### src/rtl/bshift_pkg.sv
// Shared constants for the pipelined barrel shifter: shift mode encodings
// and direction encodings used by the top level and each mux stage.
package bshift_pkg;

  localparam logic [1:0] MODE_LOGIC = 2'b00;
  localparam logic [1:0] MODE_ARITH = 2'b01;
  localparam logic [1:0] MODE_ROT   = 2'b10;
  localparam logic [1:0] MODE_RSVD  = 2'b11;

  localparam logic DIR_RIGHT = 1'b0;
  localparam logic DIR_LEFT  = 1'b1;

endpackage

### src/rtl/bshift_stage.sv
// One mux level of the barrel shifter plus its pipeline register.
// Stage K shifts by 2**K when bit K of the carried shift amount is set.
// Build option: BSHIFT_ROTATE_EN adds the wrap-around muxing for rotate mode.
module bshift_stage
  import bshift_pkg::*;
#(
  parameter int WIDTH = 8,
  parameter int SHW   = $clog2(WIDTH),
  parameter int K     = 0
) (
  input  logic             clk,
  input  logic             rst,
  input  logic             advance,
  input  logic             in_vld,
  input  logic [WIDTH-1:0] in_data,
  input  logic [SHW-1:0]   in_sel,
  input  logic             in_dir,
  input  logic [1:0]       in_mode,
  input  logic             in_fill,
  output logic             out_vld,
  output logic [WIDTH-1:0] out_data,
  output logic [SHW-1:0]   out_sel,
  output logic             out_dir,
  output logic [1:0]       out_mode,
  output logic             out_fill
);

  localparam int DIST = 1 << K;

  logic             rot;
  logic [WIDTH-1:0] shifted;

  // Shift by this level's fixed distance; fill only applies to non-rotating right shifts.
  function automatic logic [WIDTH-1:0] shift_level(input logic [WIDTH-1:0] d,
                                                   input logic left,
                                                   input logic wrap,
                                                   input logic fill);
    logic [WIDTH-1:0] r;
    if (left) begin
      r = d << DIST;
      if (wrap) r = r | (d >> (WIDTH - DIST));
    end else begin
      r = d >> DIST;
      if (wrap) r = r | (d << (WIDTH - DIST));
      else if (fill) r = r | ~({WIDTH{1'b1}} >> DIST);
    end
    return r;
  endfunction

`ifdef BSHIFT_ROTATE_EN
  assign rot = (in_mode == MODE_ROT);
`else
  assign rot = 1'b0;
`endif

  assign shifted = in_sel[K] ? shift_level(in_data, in_dir == DIR_LEFT, rot, in_fill)
                             : in_data;

  // Stage register: advances with the whole pipe, holds everything (bubbles too) on stall.
  always_ff @(posedge clk or posedge rst) begin
    if (rst) begin
      out_vld  <= 1'b0;
      out_data <= '0;
      out_sel  <= '0;
      out_dir  <= 1'b0;
      out_mode <= MODE_LOGIC;
      out_fill <= 1'b0;
    end else if (advance) begin
      out_vld  <= in_vld;
      out_data <= shifted;
      out_sel  <= in_sel;
      out_dir  <= in_dir;
      out_mode <= in_mode;
      out_fill <= in_fill;
    end
  end

endmodule

### src/rtl/barrel_shift_pipe.sv
// Pipelined barrel shifter: one registered mux level per shift-amount bit,
// valid/ready handshake on both sides, out_zero flag from the last stage.
// Build option: BSHIFT_ROTATE_EN enables rotate mode (otherwise mode 10 is logical).
module barrel_shift_pipe
  import bshift_pkg::*;
#(
  parameter int WIDTH = 8,
  parameter int SHW   = $clog2(WIDTH)
) (
  input  logic             clk,
  input  logic             rst,
  input  logic             in_valid,
  output logic             in_ready,
  input  logic [WIDTH-1:0] data,
  input  logic [SHW-1:0]   sel,
  input  logic             dir,
  input  logic [1:0]       mode,
  output logic             out_valid,
  input  logic             out_ready,
  output logic [WIDTH-1:0] out,
  output logic             out_zero
);

  logic advance;
  logic accept;

  // Element 0 is the incoming operand, element k+1 is the register of stage k.
  logic [WIDTH-1:0] data_c [0:SHW];
  logic [SHW-1:0]   sel_c  [0:SHW];
  logic             dir_c  [0:SHW];
  logic [1:0]       mode_c [0:SHW];
  logic             fill_c [0:SHW];
  logic             vld_c  [0:SHW];
  logic             unused_tail;

  // The whole pipe moves as one unit whenever the output slot is empty or being drained.
  assign advance  = !out_valid || out_ready;
  assign in_ready = advance;
  assign accept   = in_valid && advance;

  // Sign fill is captured once at entry so later stages need not look at mode.
  assign vld_c[0]  = accept;
  assign data_c[0] = data;
  assign sel_c[0]  = sel;
  assign dir_c[0]  = dir;
  assign mode_c[0] = mode;
  assign fill_c[0] = (mode == MODE_ARITH) && (dir == DIR_RIGHT) && data[WIDTH-1];

  for (genvar k = 0; k < SHW; k++) begin : g_stage
    bshift_stage #(
      .WIDTH (WIDTH),
      .SHW   (SHW),
      .K     (k)
    ) u_stage (
      .clk      (clk),
      .rst      (rst),
      .advance  (advance),
      .in_vld   (vld_c[k]),
      .in_data  (data_c[k]),
      .in_sel   (sel_c[k]),
      .in_dir   (dir_c[k]),
      .in_mode  (mode_c[k]),
      .in_fill  (fill_c[k]),
      .out_vld  (vld_c[k+1]),
      .out_data (data_c[k+1]),
      .out_sel  (sel_c[k+1]),
      .out_dir  (dir_c[k+1]),
      .out_mode (mode_c[k+1]),
      .out_fill (fill_c[k+1])
    );
  end

  // Control fields leaving the last stage have no further consumer.
  assign unused_tail = ^{sel_c[SHW], dir_c[SHW], mode_c[SHW], fill_c[SHW]};

  assign out       = data_c[SHW];
  assign out_valid = vld_c[SHW];
  assign out_zero  = (data_c[SHW] == '0);

endmodule
### config.mk
export PLATFORM = sky130hd
export DESIGN_NAME = barrel_shift_pipe
export DESIGN_NICKNAME = d
export VERILOG_FILES = /design/src/rtl/bshift_pkg.sv /design/src/rtl/bshift_stage.sv /design/src/rtl/barrel_shift_pipe.sv
export SDC_FILE = /design/constraint.sdc
export NUM_CORES = 1
export LEC_CHECK = 0
export BUFFER_PORTS_ARGS = -buffer_cell sky130_fd_sc_hd__buf_2
export CORE_ASPECT_RATIO = 1.75
export CORE_UTILIZATION = 45
export CTS_CLUSTER_SIZE = 24
export DETAILED_ROUTE_END_ITERATION = 8
export GPL_ROUTABILITY_DRIVEN = 0
export PLACE_DENSITY = 0.63
export SLEW_MARGIN = 5
export SYNTH_ARGS = -nofsm -noshare
export SYNTH_HDL_FRONTEND = slang
export SYNTH_SLANG_ARGS = --single-unit
### constraint.sdc
create_clock -name clk -period 1.6 [get_ports clk]
set_clock_uncertainty 0.2 [all_clocks]
set_input_delay 0.32 -clock clk [delete_from_list [all_inputs] [get_ports clk]]
set_output_delay 0.32 -clock clk [all_outputs]
set_load 0.02 [all_outputs]
Word-level counts from Yosys, hierarchy flattened
Cells that the tools add are included.
{"block": "totals", "input_bits": 18, "reg_bits": 37}
{"block": "op_classes", "mux": 9, "n_reduce_logical": 6, "bitwise": 1, "n_eq_ne": 1}
{"operator": "$mux W8", "n": 9}
{"operator": "$logic_not A8 Y1", "n": 1}
{"operator": "$logic_and A1 B1 Y1", "n": 3}
{"operator": "$eq A2 B1 Y1 const B", "n": 1}
{"operator": "$logic_not A1 Y1", "n": 1}
{"operator": "$logic_or A1 B1 Y1", "n": 1}
{"operator": "$not A1 Y1", "n": 1}

Depth between registers and ports, before layout
Gate-level depths: netlist (run 1).
{"block": "logic_depth", "ltp_word": 6, "depth_mapped": 6}

Modules after synthesis
From an unflattened synthesis (run 1), not the netlist that was laid out.
{"block": "unflattened", "hier_cells": 184, "hier_area_um2": 2338.5}
{"module": "bshift_stage at g_stage[2].u_stage", "area_per_inst_um2": 789.5, "seq_area_each_um2": 400.4, "instances": 1, "cells_each": 64}
{"module": "bshift_stage at g_stage[0].u_stage", "area_per_inst_um2": 759.5, "seq_area_each_um2": 400.4, "instances": 1, "cells_each": 57}
{"module": "bshift_stage at g_stage[1].u_stage", "area_per_inst_um2": 748.2, "seq_area_each_um2": 400.4, "instances": 1, "cells_each": 57}
{"module": "barrel_shift_pipe", "area_per_inst_um2": 41.3, "seq_area_each_um2": 0.0, "instances": 1, "cells_each": 6}

Worst setup path before layout (run 1)
No wires, ideal clock.
{"block": "synth_timing", "kind": "reg2out", "start": "register g_stage[2].u_stage.out_data[4]", "end": "output out_zero", "path_stages_with_launch": 3, "slack_ps": -101, "t_required_ps": 1080, "t_arrival_ps": 1181, "path_cell_list": "dfrtp_1 -> or4_1 -> nor2_1"}
{"block": "synth_via", "elab_chain_len": 1}
{"element": "start: declaration", "line": "bshift_stage.sv:21", "rtl": "output logic [WIDTH-1:0] out_data,"}
{"element": "start signal: assignment", "line": "bshift_stage.sv:70", "rtl": "out_data <= shifted;"}
{"element": "$logic_not A8 Y1", "line": "barrel_shift_pipe.sv:78", "rtl": "assign out_zero = (data_c[SHW] == '0);"}
{"element": "end: declaration", "line": "barrel_shift_pipe.sv:21", "rtl": "output logic out_zero"}
No other way between the ends.

Worst setup path after layout (run 1)
{"block": "layout_timing", "start": "register g_stage[2].u_stage.out_data[7]", "end": "output out_zero"}
Same word-level chain as after synthesis.

==> flow_metrics.tcl, run 1 <==
set metrics [dict create \
    status "finished, violations left" \
    violated_checks "negative setup slack" \
    synthesis.yosys.warnings 0 \
    globalRoute.totalOverflow 0 \
    grt_pass1_wl_mm 6.11 \
    synth_cell_type_count 26 \
    signed_area_change_from_the_synthesized_netlist_to_the_final_layout_pct 18.9 \
    timing.setup.critical_path_class "reg -> out" \
    die_area_um2 4290 \
    core_box_area_um2 3870 \
    drtPass1Iterations 4 \
    post_layout_nonfiller_instances 278 \
    grt_setup_unrepaired "yes" \
    crit_family "simple AND/OR/NAND/NOR gates" \
    average_footprint_of_a_synthesized_cell_um2 9.38 \
    cts.sink_count 34 \
    crit_path_cell_trace "or4_4 > nor2_4 > buf_6" \
    post_detailed_placement_cell_area_um2 1970 \
    post-route-period-util_pct 123 \
    crit_slowest_cell "or4_4" \
    critical_path.startpoint_type "flop" \
    cts.path.max_buffers 2 \
    antenna_found_initial 0 \
    area_of_combinational_cells_with_multiple_inputs_um2 791 \
    buffer_ports.inserted 28 \
    worst_skew_pair.late_latency_ns 0.28 \
    placement.setup.worst_slack_ns -0.0752 \
    final_antenna_net_count 0 \
    fin_hold_ws_ns 0.0267 \
    top_level_ports 29 \
    antenna-diode-count 0 \
    die-width_um 50.0 \
    timing_hold_violations_final 0 \
    drt-wirelength-per-cell_um 13.1 \
    post-route-worst-setup-slack_ns -0.363 \
    finish.instance_area_um2 2150 \
    period_needed_ns 1.96 \
    mappedNetlistArea_um2 1810 \
    synth-seq-cells 34 \
    cts_tree "yes" \
    report.final.setup_viol 1 \
    grt_max_degree 35 \
    crit_path_end_kind "output pin" \
    initial_utilization_pct 46.8 \
    dieHeight_um 85.9 \
    drv.max_cap_violation_count 0 \
    layout-drive-gt1-share_pct 27.8 \
    critical_path_peak_fanout 2 \
    fmax_mhz 509 \
    synth.yosys.seq_area_share_pct 47.0 \
    critical-path-max-stage-delay_ns 0.55 \
    worstPathArrival_ns 1.44 \
    report.final.slew_viol_count 0 \
    globalRouteTotalUtil_pct 19.1 \
    drt_wl_total_mm 3.63 \
    vias 1475 \
    syn-instance-count 193 \
    cts_root_buf "clkbuf_8" \
    n_fill_cell 385 \
    drt-initial-drc-count 24 \
    clk_transition_reported_paths_ns 0.07 \
    worst_vdd_ir_uv 992 \
    synthesis.nets 211 \
    drc 0 \
    required_ns 1.08 \
    pwr_density_cell_nw_per_um2 1660 \
    cts_made_buffers 5 \
    place_inst 261 \
    first_global_vias 1414 \
    route.detailed.vias_per_inst 5.31 \
    seq_area_um2 851 \
    power.static_leakage_uw 0.00108 \
    rows 30 \
    worst_slew_margin_rel_pct 71.5 \
    nets 247 \
    cts-htree-levels 2 \
    timing.critical_path.buf_inv 1 \
    timing.hold.worst.class "in -> reg" \
    place_hpwl_mm 2.70 \
    worst_slew_pin_slew_ns 0.427 \
]
-- tightest hold or removal path, stage by stage --
cell and delay, ns:
buf_2 0.07, nand2_1 0.04, nand2_1 0.05
-- power breakdown --
part / internal [uW] / switching, uW / total, uW
Sequential: 1180 / 298 / 1480
Clock: 347 / 298 / 645
Combinational: 741 / 708 / 1450
-- final timing paths --
| check | start | endpoint | slack [ns] | cells after the start |
|---|---|---|---|---|
| setup / recovery | g_stage[2].u_stage.out_data[7]$_DFFE_PP0P_ | out_zero | -0.36 | 3 |
| max in group asynchronous | rst | g_stage[1].u_stage.out_data[7]$_DFFE_PP0P_ | 0.43 | 4 |
| setup reg to reg | g_stage[2].u_stage.out_vld$_DFFE_PP0P_ | g_stage[2].u_stage.out_data[2]$_DFFE_PP0P_ | 0.05 | 5 |
| min in group asynchronous | rst | g_stage[2].u_stage.out_vld$_DFFE_PP0P_ | 0.48 | 4 |
| hold reg to reg | g_stage[1].u_stage.out_vld$_DFFE_PP0P_ | g_stage[1].u_stage.out_vld$_DFFE_PP0P_ | 0.25 | 2 |
| hold / removal | in_valid | g_stage[0].u_stage.out_vld$_DFFE_PP0P_ | 0.03 | 3 |
-- placed cells by master (no fill, tap or decap) --
cell and n:
or4_4 2, buf_6 4, and3_2 1, buf_12 1
clkbuf_8 6, clkinv_4 1, mux2i_1 10, clkinv_2 1
a211oi_2 1, o21ai_2 1, nand2b_1 7, a21o_1 10
buf_4 19, clkbuf_1 1, nand3b_1 4, dlygate4sd3_1 1
buf_2 25, nor2b_1 1, dfrtp_1 34, a221oi_1 3
and3_1 6, a211oi_1 9, a31oi_1 4, inv_1 2
nand4bb_1 1, nor2_4 1, o21ai_0 14, nor2_1 20
nand2_1 39, nor2b_4 1
-- repair_timing --
item	in CTS	in global routing
resized for setup	4	6
pin swaps	1	1
setup buffers	1	7
hold endpoints to repair	34	0
hold buffers	1	0
setup endpoints to repair	2	2
-- Yosys cell counts --
cell type | number | share of area [%]
nand3b_1 | 4 | 1.7
a31oi_1 | 4 | 1.4
nor2b_4 | 1 | 0.76
and3_1 | 6 | 2.1
buf_6 | 7 | 4.4
inv_1 | 2 | 0.41
a221oi_1 | 3 | 1.5
inv_4 | 1 | 0.35
o21ai_0 | 14 | 3.9
a211oi_2 | 1 | 0.69
buf_2 | 3 | 0.83
nand4bb_1 | 1 | 0.62
dfrtp_1 | 34 | 47
nor2_1 | 21 | 4.4
mux2i_1 | 10 | 5.5
nor2b_1 | 1 | 0.35
clkbuf_1 | 1 | 0.21
or4_1 | 2 | 0.83
clkbuf_2 | 1 | 0.28
buf_4 | 9 | 3.7
a211oi_1 | 9 | 3.7
nand2b_1 | 7 | 2.4
a21o_1 | 10 | 4.1
o21ai_2 | 1 | 0.48
nand2_1 | 39 | 8.1
and3_2 | 1 | 0.41
-- metrics by stage --
stage          TNS (ns)  total power (uW)  util [%]
2_1_floorplan  -0.00220              2490         -
4_1_cts          -0.362              3500      53.9
6_report         -0.363              3580      55.7
5_1_grt          -0.435              3840      55.7
3_3_place_gp    -0.0752              2770      50.8
3_5_place_dp    -0.0752              2820      50.8
-- metal layers --
metal / vias up / global-route usage [%] / share of wire [%]
met5: - / 0 / 0
met4: 0 / 10.4 / 3.7
met3: 8 / 4.96 / 3.6
met2: 40 / 36.6 / 58
met1: 703 / 17.5 / 35
li1: 724 / - / -
-- layout make-up --
| cell class | count | share of cell area [%] |
|---|---|---|
| Clock buffer | 7 | 4.01 |
| Clock inverter | 1 | 0.233 |
| Inverter | 3 | 0.756 |
| Multi-Input combinational cell | 135 | 36.7 |
| Sequential cell | 34 | 39.5 |
| Tap cell | 48 | 2.79 |
| Timing Repair Buffer | 50 | 15.9 |
-- registers in the layout (all words and copies together), names as in the netlist --
name,flops
g_stage.u_stage.out_dir,2
g_stage.u_stage.out_sel,3
g_stage.u_stage.out_data,24
g_stage.u_stage.out_vld,3
g_stage.u_stage.out_fill,2
-- cells by family (layout without fill, tap and decap cells) --
kind of cell           count (synthesis)  count (layout)  share of synthesized area, %
and+or+nand+nor                       83              83                          21.6
AOI/OAI and AO/OA                     42              42                          15.8
DFF                                   34              34                          47.0
buffers and inverters                 24              61                          10.2
muxes                                 10              10                          5.53
Note: power is estimated with default switching activity, not from simulation.
==> inputs of run 2 (changes only) <==
Settings changed: CTS_CLUSTER_DIAMETER from default to 60, HOLD_SLACK_MARGIN from default to 0.12.
==> run 2 against run 1 <==
Effect of this change: the flow still finishes with violations (negative setup slack); count of clock-buffer cells in the layout stayed put; maximum frequency barely moved; setup slack improved by 0.0013 ns; hold slack gained 0.11 ns; via count is 0.27% higher; total power is 0.18% higher; critical path type unchanged; clock power hardly changed; sequential power about the same; critical path depth unchanged; highest routed layer unchanged; sequential share of layout area down 0.72 points; register-to-register slack barely moved; final area rose by 1.9%.
==> flow_metrics.tcl, run 2 (same netlist as run 1, synthesis figures left out) <==
set metrics [dict create \
    drv.max_cap_violation_count 0 \
    final_antenna_net_count 0 \
    drtPass1Iterations 4 \
    cts_tree "yes" \
    reg2reg_slack_ns 0.06 \
    buffer_ports.inserted 28 \
    die_area_um2 4290 \
    die-width_um 50.0 \
    grt_util_met1_pct 17.7 \
    place_hpwl_mm 2.70 \
    worst_slew_margin_rel_pct 71.6 \
    largest_register_ff_count 24 \
    timing_hold_violations_final 0 \
    required_ns 1.08 \
    core_box_area_um2 3870 \
    rows 30 \
    cts_made_buffers 5 \
    post-route-period-util_pct 123 \
    signed_area_change_from_the_synthesized_netlist_to_the_final_layout_pct 21.1 \
    drt-initial-drc-count 31 \
    placement.setup.worst_slack_ns -0.0752 \
    finish.instance_area_um2 2190 \
    power.static_leakage_uw 0.00109 \
    worst_vdd_ir_uv 986 \
    globalRouteMet3Util_pct 4.96 \
    cts-htree-levels 2 \
    vias 1479 \
    cts.path.max_buffers 2 \
    critical_path_peak_fanout 2 \
    grt_setup_unrepaired "yes" \
    post-route-worst-setup-slack_ns -0.361 \
    dieHeight_um 85.9 \
    clk_transition_reported_paths_ns 0.06 \
    initial_utilization_pct 46.8 \
    antenna-diode-count 0 \
    final_cell_mix "39 x nand2_1, 34 x dfrtp_1, 25 x buf_2" \
    drc 0 \
    fin_util_pct 56.7 \
    fmax_mhz 510 \
    grt_pass1_wl_mm 6.21 \
    worst_skew_pair.late_latency_ns 0.29 \
    globalRouteTotalUtil_pct 19.4 \
    cts_root_buf "clkbuf_8" \
    route.detailed.vias_per_inst 5.24 \
    most_utilized_layer_in_the_global_route_result "met2" \
    cts.sink_count 34 \
    largest-register "g_stage.u_stage.out_data" \
    timing.hold.worst.class "in -> reg" \
    report.final.slew_viol_count 0 \
    period_needed_ns 1.96 \
    first_global_vias 1447 \
    crit_path_end_kind "output pin" \
    grt_max_degree 35 \
    critical_path.startpoint_type "flop" \
    groute.layer.met2.usage_pct 37.2 \
    layout.cells.most_common "nand2_1" \
    report.final.setup_viol 1 \
    worstPathArrival_ns 1.44 \
    pwr_density_cell_nw_per_um2 1630 \
    largestRegisters "g_stage.u_stage.out_data (24), g_stage.u_stage.out_sel (3), g_stage.u_stage.out_vld (3)" \
    antenna_found_initial 0 \
    timing.setup.critical_path_class "reg -> out" \
    fin_hold_ws_ns 0.133 \
    layout-drive-gt1-share_pct 27.4 \
    nets 251 \
    post_detailed_placement_cell_area_um2 1970 \
    top_level_ports 29 \
    drt-wirelength-per-cell_um 13.0 \
    status "finished, violations left" \
    worst_slew_pin_slew_ns 0.426 \
    globalRoute.totalOverflow 0 \
    violated_checks "negative setup slack" \
    drt_wl_total_mm 3.67 \
]
==> run 2: cell types whose count changed in the layout (fill, tap and decap cells not counted) <==
cell / before / now
dlygate4sd3_1: 1 / 5
==> run 2: cell type report <==
| class | instances | area (um^2) |
|---|---|---|
| Fill cell | 379 | 1670 |
| Inverter | 3 | 16.3 |
| Multi-Input combinational cell | 135 | 791 |
| Timing Repair Buffer | 54 | 383 |
| Clock inverter | 1 | 5.00 |
| Sequential cell | 34 | 851 |
| Clock buffer | 7 | 86.3 |
| Tap cell | 48 | 60.1 |
==> run 2: power by group <==
| part | leakage [uW] | switching, uW | total (uW) | internal [uW] |
|---|---|---|---|---|
| clock | 0.0000482 | 299 | 645 | 347 |
| combinational | 0.000636 | 708 | 1450 | 747 |
| sequential | 0.000409 | 298 | 1480 | 1180 |
| total | 0.00109 | 1300 | 3580 | 2280 |
==> run 2: critical path, stage by stage (launching register included) <==
cell and delay, ns:
dfrtp_1 0.38, or4_4 0.55, nor2_4 0.12, buf_6 0.12
==> run 2: timing repair <==
item | 4_1_cts | 5_1_grt
resized for setup | 4 | 6
endpoints found under the hold margin | 38 | 0
setup endpoints to repair | 2 | 2
hold buffers | 5 | 0
pin swaps | 1 | 1
setup buffers | 1 | 7
==> run 2: metrics by stage <==
step                total power (uW)  std cells  TNS [ns]
floorplan                       2490        193  -0.00220
global placement                2770        261   -0.0752
detailed placement              2820        261   -0.0752
CTS                             3500        275    -0.362
global route                    3850        282    -0.435
finish                          3580        282    -0.361
==> run 2: path summary, 6_finish.rpt <==
| check | endpoint | cells after the start | from |
|---|---|---|---|
| worst max-delay path | out_zero | 3 | g_stage[2].u_stage.out_data[7]$_DFFE_PP0P_ |
| worst min-delay path | g_stage[0].u_stage.out_data[0]$_DFFE_PP0P_ | 3 | data[1] |
| worst max register to register | g_stage[2].u_stage.out_data[2]$_DFFE_PP0P_ | 5 | g_stage[2].u_stage.out_vld$_DFFE_PP0P_ |
| worst min register to register | g_stage[1].u_stage.out_vld$_DFFE_PP0P_ | 2 | g_stage[1].u_stage.out_vld$_DFFE_PP0P_ |
| max in group asynchronous | g_stage[1].u_stage.out_data[7]$_DFFE_PP0P_ | 4 | rst |
| min in group asynchronous | g_stage[2].u_stage.out_vld$_DFFE_PP0P_ | 4 | rst |
==> run 2: per-layer routing <==
metal / vias up / share of wire, %
li1: 730 / -
met1: 705 / 35
met2: 36 / 58
met3: 8 / 3.4
met4: 0 / 3.7
met5: - / 0
